$ cat src/rtl/vga_scanout.sv
// Parametrised VGA scan-out: sync timing, centred 1-bpp framebuffer window,
// latency-tolerant VRAM word prefetch, colour mapping and status outputs.
`timescale 1ns/1ps
module vga_scanout #(
    parameter int H_ACTIVE  = 640,
    parameter int H_FP      = 16,
    parameter int H_SYNC    = 96,
    parameter int H_BP      = 48,
    parameter int V_ACTIVE  = 480,
    parameter int V_FP      = 10,
    parameter int V_SYNC    = 2,
    parameter int V_BP      = 33,
    parameter int SYNC_NEG  = 1,
    parameter int FB_WIDTH  = 512,
    parameter int FB_HEIGHT = 256,
    parameter int READ_LAT  = 3,
    parameter int ADDR_W    = 13
) (
    input  logic              clk,
    input  logic              reset,
    input  logic [15:0]       vram_rdata,
    output logic [ADDR_W-1:0] vram_raddr,
    output logic              vram_rden,
    input  logic [11:0]       fg_colour,
    input  logic [11:0]       bg_colour,
    input  logic [11:0]       border_colour,
    output logic              h_sync,
    output logic              v_sync,
    output logic [3:0]        red,
    output logic [3:0]        green,
    output logic [3:0]        blue,
    output logic              blank,
    output logic              frame_start
);
    localparam int H_TOTAL = H_ACTIVE + H_FP + H_SYNC + H_BP;
    localparam int V_TOTAL = V_ACTIVE + V_FP + V_SYNC + V_BP;
    localparam int HW      = $clog2(H_TOTAL);
    localparam int VW      = $clog2(V_TOTAL);
    localparam int IW      = HW - 4;
    localparam int X_OFF   = (H_ACTIVE - FB_WIDTH) / 2;
    localparam int Y_OFF   = (V_ACTIVE - FB_HEIGHT) / 2;
    localparam int WORDS   = FB_WIDTH / 16;

    localparam logic [HW-1:0] H_LAST   = HW'(H_TOTAL - 1);
    localparam logic [HW-1:0] H_ACT    = HW'(H_ACTIVE);
    localparam logic [HW-1:0] HS_START = HW'(H_ACTIVE + H_FP);
    localparam logic [HW-1:0] HS_END   = HW'(H_ACTIVE + H_FP + H_SYNC);
    localparam logic [HW-1:0] X_START  = HW'(X_OFF);
    localparam logic [HW-1:0] X_END    = HW'(X_OFF + FB_WIDTH);
    localparam logic [HW-1:0] FETCH_H  = HW'(X_OFF - 16);
    localparam logic [VW-1:0] V_LAST   = VW'(V_TOTAL - 1);
    localparam logic [VW-1:0] V_ACT    = VW'(V_ACTIVE);
    localparam logic [VW-1:0] VS_START = VW'(V_ACTIVE + V_FP);
    localparam logic [VW-1:0] VS_END   = VW'(V_ACTIVE + V_FP + V_SYNC);
    localparam logic [VW-1:0] Y_START  = VW'(Y_OFF);
    localparam logic [VW-1:0] Y_END    = VW'(Y_OFF + FB_HEIGHT);
    localparam logic [IW-1:0] LAST_WORD = IW'(WORDS - 1);
    localparam logic          SYNC_IDLE = (SYNC_NEG != 0);

    logic [HW-1:0]       h_cnt_q, h_cnt_d;
    logic [VW-1:0]       v_cnt_q, v_cnt_d;
    logic [READ_LAT-1:0] strobe_q, strobe_d;
    logic [15:0]         next_word_q, next_word_d;
    logic [15:0]         current_word_q, current_word_d;
    logic [ADDR_W-1:0]   raddr_q, raddr_d;
    logic                h_sync_q, h_sync_d;
    logic                v_sync_q, v_sync_d;
    logic                blank_q, blank_d;
    logic                frame_start_q, frame_start_d;
    logic [11:0]         rgb_q, rgb_d;

    logic [HW-1:0]     win_x;
    logic [VW-1:0]     win_y;
    logic [IW-1:0]     word_idx, rd_idx;
    logic [ADDR_W-1:0] rd_addr;
    logic [15:0]       pix_word;
    logic              fetch_line, in_win, word_start, active, pix_bit;

    // Read-strobe delay line: bit READ_LAT-1 marks the cycle vram_rdata is valid.
    assign strobe_d[0] = vram_rden;
    for (genvar gi = 1; gi < READ_LAT; gi++) begin : g_strobe
        assign strobe_d[gi] = strobe_q[gi-1];
    end

    always_comb begin
        h_cnt_d = (h_cnt_q == H_LAST) ? '0 : h_cnt_q + HW'(1);
        v_cnt_d = v_cnt_q;
        if (h_cnt_q == H_LAST) begin
            v_cnt_d = (v_cnt_q == V_LAST) ? '0 : v_cnt_q + VW'(1);
        end

        win_x      = h_cnt_q - X_START;
        win_y      = v_cnt_q - Y_START;
        word_idx   = win_x[HW-1:4];
        fetch_line = (v_cnt_q >= Y_START) && (v_cnt_q < Y_END);
        in_win     = fetch_line && (h_cnt_q >= X_START) && (h_cnt_q < X_END);
        word_start = in_win && (win_x[3:0] == 4'd0);
        active     = (h_cnt_q < H_ACT) && (v_cnt_q < V_ACT);

        // Word 0 is fetched ahead of the window; each word boundary fetches the next.
        rd_idx     = (h_cnt_q == FETCH_H) ? '0 : word_idx + IW'(1);
        rd_addr    = ADDR_W'(win_y) * ADDR_W'(WORDS) + ADDR_W'(rd_idx);
        vram_rden  = !reset && fetch_line &&
                     ((h_cnt_q == FETCH_H) || (word_start && (word_idx != LAST_WORD)));
        vram_raddr = vram_rden ? rd_addr : raddr_q;
        raddr_d    = vram_raddr;

        next_word_d    = strobe_q[READ_LAT-1] ? vram_rdata : next_word_q;
        current_word_d = word_start ? next_word_q : current_word_q;
        pix_word       = word_start ? next_word_q : current_word_q;
        pix_bit        = pix_word[win_x[3:0]];

        rgb_d = 12'h000;
        if (active) begin
            if (in_win) begin
                rgb_d = pix_bit ? fg_colour : bg_colour;
            end else begin
                rgb_d = border_colour;
            end
        end
        h_sync_d      = ((h_cnt_q >= HS_START) && (h_cnt_q < HS_END)) ^ SYNC_IDLE;
        v_sync_d      = ((v_cnt_q >= VS_START) && (v_cnt_q < VS_END)) ^ SYNC_IDLE;
        blank_d       = !active;
        frame_start_d = (h_cnt_q == '0) && (v_cnt_q == '0);
    end

    always_ff @(posedge clk) begin
        if (reset) begin
            h_cnt_q        <= '0;
            v_cnt_q        <= '0;
            strobe_q       <= '0;
            next_word_q    <= '0;
            current_word_q <= '0;
            raddr_q        <= '0;
            h_sync_q       <= SYNC_IDLE;
            v_sync_q       <= SYNC_IDLE;
            blank_q        <= 1'b1;
            frame_start_q  <= 1'b0;
            rgb_q          <= '0;
        end else begin
            h_cnt_q        <= h_cnt_d;
            v_cnt_q        <= v_cnt_d;
            strobe_q       <= strobe_d;
            next_word_q    <= next_word_d;
            current_word_q <= current_word_d;
            raddr_q        <= raddr_d;
            h_sync_q       <= h_sync_d;
            v_sync_q       <= v_sync_d;
            blank_q        <= blank_d;
            frame_start_q  <= frame_start_d;
            rgb_q          <= rgb_d;
        end
    end

    assign h_sync      = h_sync_q;
    assign v_sync      = v_sync_q;
    assign blank       = blank_q;
    assign frame_start = frame_start_q;
    assign red         = rgb_q[11:8];
    assign green       = rgb_q[7:4];
    assign blue        = rgb_q[3:0];

endmodule

$ cat config.mk
export PLATFORM = sky130hd
export DESIGN_NAME = vga_scanout
export DESIGN_NICKNAME = d
export VERILOG_FILES = /design/src/rtl/vga_scanout.sv
export SDC_FILE = /design/constraint.sdc
export NUM_CORES = 1
export LEC_CHECK = 0
export ABC_AREA = 1
export BUFFER_PORTS_ARGS = -buffer_cell sky130_fd_sc_hd__buf_4
export CELL_PAD_IN_SITES_DETAIL_PLACEMENT = 1
export CELL_PAD_IN_SITES_GLOBAL_PLACEMENT = 2
export CORE_MARGIN = 2
export CORE_UTILIZATION = 32
export CTS_CLUSTER_DIAMETER = 100
export DETAILED_ROUTE_END_ITERATION = 7
export GPL_TIMING_DRIVEN = 0
export PLACE_DENSITY = 0.8
export SETUP_SLACK_MARGIN = 0.5
export SYNTH_ARGS = -nofsm -noshare
export SYNTH_HDL_FRONTEND = slang
export SYNTH_SLANG_ARGS = --single-unit
export TNS_END_PERCENT = 10
$ cat constraint.sdc
create_clock -name clk -period 3.2 [get_ports clk]
set_input_delay 0.32 -clock clk [delete_from_list [all_inputs] [get_ports clk]]
set_output_delay 0.32 -clock clk [all_outputs]
set_load 0.01 [all_outputs]
After elaboration in Yosys (flattened, before gate mapping). Cells that the tools add are included.

Logic and storage cells: 62. Flip-flop bits (word level): 84. Input port bits: 54. Output and inout port bits: 30.

Equal/unequal tests: 4. Add/subtract/negate cells: 6. $lt $le $gt $ge: 11. Bitwise logic cells: 3. Mux-type cells: 8. Reductions and logical operators: 19.

Operators with widths (count): $lt A10 B10 Y1 const B (3); $lt A10 B9 Y1 const B (3); $mux W12 (2); $add A10 B1 Y10 const B (2); $eq A10 B10 Y1 const B (2); $ge A10 B7 Y1 const B (2); $logic_not A10 Y1 (2); $mux W16 (1); $add A13 B6 Y13 (1); $mux W13 (1); $logic_and A1 B1 Y1 (11); $eq A10 B6 Y1 const B (1); $ge A10 B10 Y1 const B (1); $ge A10 B9 Y1 const B (1); $mux W10 (1); $sub A10 B7 Y10 const B (1); $sub A8 B7 Y8 const B (1); $add A6 B1 Y6 const B (1); $mux W6 (1); $ne A6 B5 Y1 const B (1); $lt A4 B5 Y1 const B (1); $bmux W1 S4 (1); $logic_not A4 Y1 (1); $reduce_or A2 Y1 (2); other kinds (4) (7).

Longest topological paths before layout.
Word-level depth: 10. Depth in mapped cells: 21. Mapped depth without buffers: 20.

Worst setup path after synthesis. OpenSTA, ideal clock, no wires.

Path type: register to output. Start: reg h_cnt_q[6]. End: out vram_raddr[12]. Data required time: 2880 ps. Buffers on the path: 0. Stages on the path, launching flop included: 12. Arrival: 2383 ps. Setup slack: 497 ps. Cells stage by stage: dfxtp_1 -> inv_1 -> ha_1 -> nor4_1 -> nand2_1 -> a21oi_1 -> ha_1 -> nand2_1 -> nor3_1 -> nand3_1 -> xor2_1 -> a21oi_1.

Word-level cells in the longest chain between the ends: 8. Elaborated cells between the ends (all ways): 15. Classes of those cells: add/sub (3); order compare (2); eq/ne (2); mux (2); reduce/logical (6).

RTL lines: start: declaration (line 60) `logic [HW-1:0] h_cnt_q, h_cnt_d;`; start signal: assignment (line 141) `h_cnt_q <= h_cnt_d;`; parallel branches: the longest is 7 deep, another holds $add A13 B6 Y13; $mux W13 * (line 105) `vram_raddr = vram_rden ? rd_addr : raddr_q;`; end: declaration (line 22) `output logic [ADDR_W-1:0] vram_raddr,`.

Mark *: on every way between the ends.

Worst setup path after layout.
Start: reg h_cnt_q[6]. End: out vram_raddr[8].

Same word-level chain as after synthesis.

==> results.toml <==
[status]
status = "finished, final reports clean"

[logic_synthesis]
syn_nets = 684
synth_seq_cells = 84
async_reset_ff_share_pct = 0
synth_flop_cell = "dfxtp_1"
synth_area_leaders = "dfxtp_1 (37%), nand2_1 (8.5%), inv_1 (6.2%)"
yosys_warnings = 0
synth_edf_count = 0
yosysMostFrequentCell = "nand2_1"
avgSynthCellArea_um2 = 7.550
synthDistinctLibCells = 41
yosys.area.top_type = "dfxtp_1"
synthCells = 610
ys_top_cells_by_count = "nand2_1 (104), dfxtp_1 (84), inv_1 (76), nor2_1 (63), nand3_1 (55)"
syn_area_um2 = 4606
seq_area_frac_synth_pct = 36.51
synth.top_cell.area_share_pct = 36.51

[setup_path]
crit_top_cell = "nand2_1"
critical_path_peak_fanout = 10
start_kind = "flip-flop"
required_ns = 2.88
worst-path-buf-inv = 6
endpoint_kind = "output pin"
path_cells = "buf_4 -> ha_1 -> nand2_1 -> inv_1 -> nand3_2 -> a21oi_2 -> nand3_4 -> buf_8 -> o21ai_1 -> nand2_1 -> inv_2 -> buf_4 -> nand2_1 -> nand2_1 -> buf_4"
arrival_ns = 2.48
critPathSlowestCell = "dfxtp_4"
critical_path.top_delay_family = "buffers and inverters"
critical_path_class = "reg2out"
slowest_delay_ns = 0.37

[detailed_routing]
dr.pass1.iters = 4
wl_met1_um = 5806
routedWlPerCell_um = 14.53
vias = 4188
drc_errors = 0
viasPerCell = 4.638
wl_met2_um = 6673
ant_nets = 0
dr_wl_met3_um = 421
wirelength_um = 13120
highest_layer = "met4"
drt_iter0_drc = 126

[placed_design]
gp_congestion = 0.8090
dp.final_hpwl_um = 9941
place_ws_ns = 0.03260
place_inst = 872
portBuffers = 82

[layout]
drive_gt1_share_pct = 33.20
syn_to_final_growth_pct = 32.95
fill_cells = 1739
seqCellArea_um2 = 1698
fin_nets = 793
multi_input_area_um2 = 2585
fin_cells = 903
antennaDiodeCount = 0

[sta]
fin_ws_ns = 0.4001
period_share_pct = 87.50
slew_headroom_pct = 54.26
maxSlewViolCount = 0
rsz0062_at_grt = "true"
fmax_mhz = 357.2
finalHoldViolations = 0
worstMarginPinSlew_ns = 0.6862
post-route-min-period_ns = 2.800
clock_skew_ns = 0.007162
setup_tns_ns = 0
setup_viol = 0

[run]
maxCapViolations = 0

[die]
dieArea_um2 = 15370
die_width_um = 124.0
dieHeight_um = 124.0
core_um2 = 13990
num_io_pins = 84
start_util_pct = 32.92
rows = 43

[cts]
clockRootBuffer = "clkbuf_16"
path_clk_slew_ns = 0.06
cts_buffers = 9
h-tree-depth = 3
cts_tree = "yes"
cts_buffer_depth = 2
clock_latency_ns = 0.35
cts.sinks = 84
ctsHoldBuffers = 0

[grt]
grt_overflow_total = 0
first_global_vias = 4322
grt_max_degree = 13
grt_pass1_wl_um = 21230
grtUsageTotal_pct = 17.91
antenna_found_initial = 0

[power]
power.internal_mw = 1.837
pwr-share-comb_pct = 10.6
switching_share_pct = 23.59
p_clk_share_pct = 45.2
powerDensity_nw_per_um2 = 392.6
leakagePower_nw = 2.757
ir_drop_mv = 0.2440
power_frac_seq_pct = 44.2
p_switching_uw = 567.2

[min_path]
hp-class = "in2reg"
==> per-layer routing <==
metal	up-vias	global-route usage, %
li1	2139	-
met1	1981	21.46
met2	53	32.11
met3	15	4.167
met4	0	4.775
met5	-	0
==> cells in the final DEF (no fill, tap or decap), types with 13 or more instances in the layout <==
cell type  synthesis  final
a21oi_1           37     35
a21oi_2           11     13
buf_4              1     98
dfxtp_1           84     77
ha_1              20     13
inv_1             76     67
inv_2             15     19
nand2_1          104     99
nand2_4           13     15
nand3_1           55     54
nand3_2           14     14
nor2_1            63     63
o21ai_0           24     23
==> sequential cells by signal, indices dropped and copies added, names as in the netlist <==
name and cells:
raddr_q 13, v_cnt_q 10, h_cnt_q 10, h_sync 1, v_sync 1, current_word_q 16, frame_start 1, next_word_q 16
rgb_q 12, strobe_q 3, blank 1
==> tightest hold or removal path, delay by kind of cell <==
kind                   cells  cell delay (ns)
AND/OR/NAND/NOR            2             0.11
buffers and inverters      1             0.08
==> metrics by stage <==
step / total power, mW / hold slack, ns / util, % / area, um^2
floorplan: 1.234 / 0.3883 / - / 4609
global placement: 1.334 / 0.4066 / 38.96 / 5450
detailed placement: 1.339 / 0.4086 / 38.96 / 5450
CTS: 2.444 / 0.1956 / 42.70 / 5973
global route: 2.507 / 0.2047 / 43.77 / 6123
finish: 2.404 / 0.2005 / 43.77 / 6123
==> final cells by class <==
| cell class | instances | area share (%) |
|---|---|---|
| clock inverter | 1 | 0.4904 |
| buffer | 26 | 3.269 |
| tap | 180 | 3.678 |
| timing repair buffer | 98 | 12.28 |
| clock buffer | 14 | 4.475 |
| sequential | 84 | 27.73 |
| multi-input combinational | 409 | 42.21 |
| inverter | 91 | 5.864 |
==> worst paths after layout <==
path / start / to / slack, ns / cells past startpoint
setup / recovery: h_cnt_q[6] / vram_raddr[8] / 0.40 / 15
setup reg to reg: h_cnt_q[7] / rgb_q[9] / 0.56 / 21
hold / removal: vram_rdata[11] / next_word_q[11] / 0.20 / 3
hold reg to reg: strobe_q[0] / strobe_q[1] / 0.41 / 2
==> kinds of logic after synthesis <==
group	Yosys count	share of synthesized area, %
simple gates	287	32.33
flops	84	36.51
xor+xnor	17	3.233
compound gates	85	10.92
fa+ha+maj	20	5.433
buf+inv	117	11.57
==> power by group through the flow <==
stage               clock, mW  sequential [mW]  combinational [mW]
detailed placement          0             1.09               0.251
floorplan                   0             1.09               0.142
global placement            0             1.09               0.247
global route             1.16             1.06               0.283
CTS                      1.12             1.06               0.259
finish                   1.09             1.06               0.254
==> timing repair <==
| item | 4_1_cts | 5_1_grt |
|---|---|---|
| resized for setup | 42 | 22 |
| pin swaps | 8 | 7 |
| endpoints found under the setup margin | 28 | 25 |
| endpoints found under the hold margin | 0 | 0 |
| buffers inserted | 8 | 8 |
(Power assumes the default switching activity.)
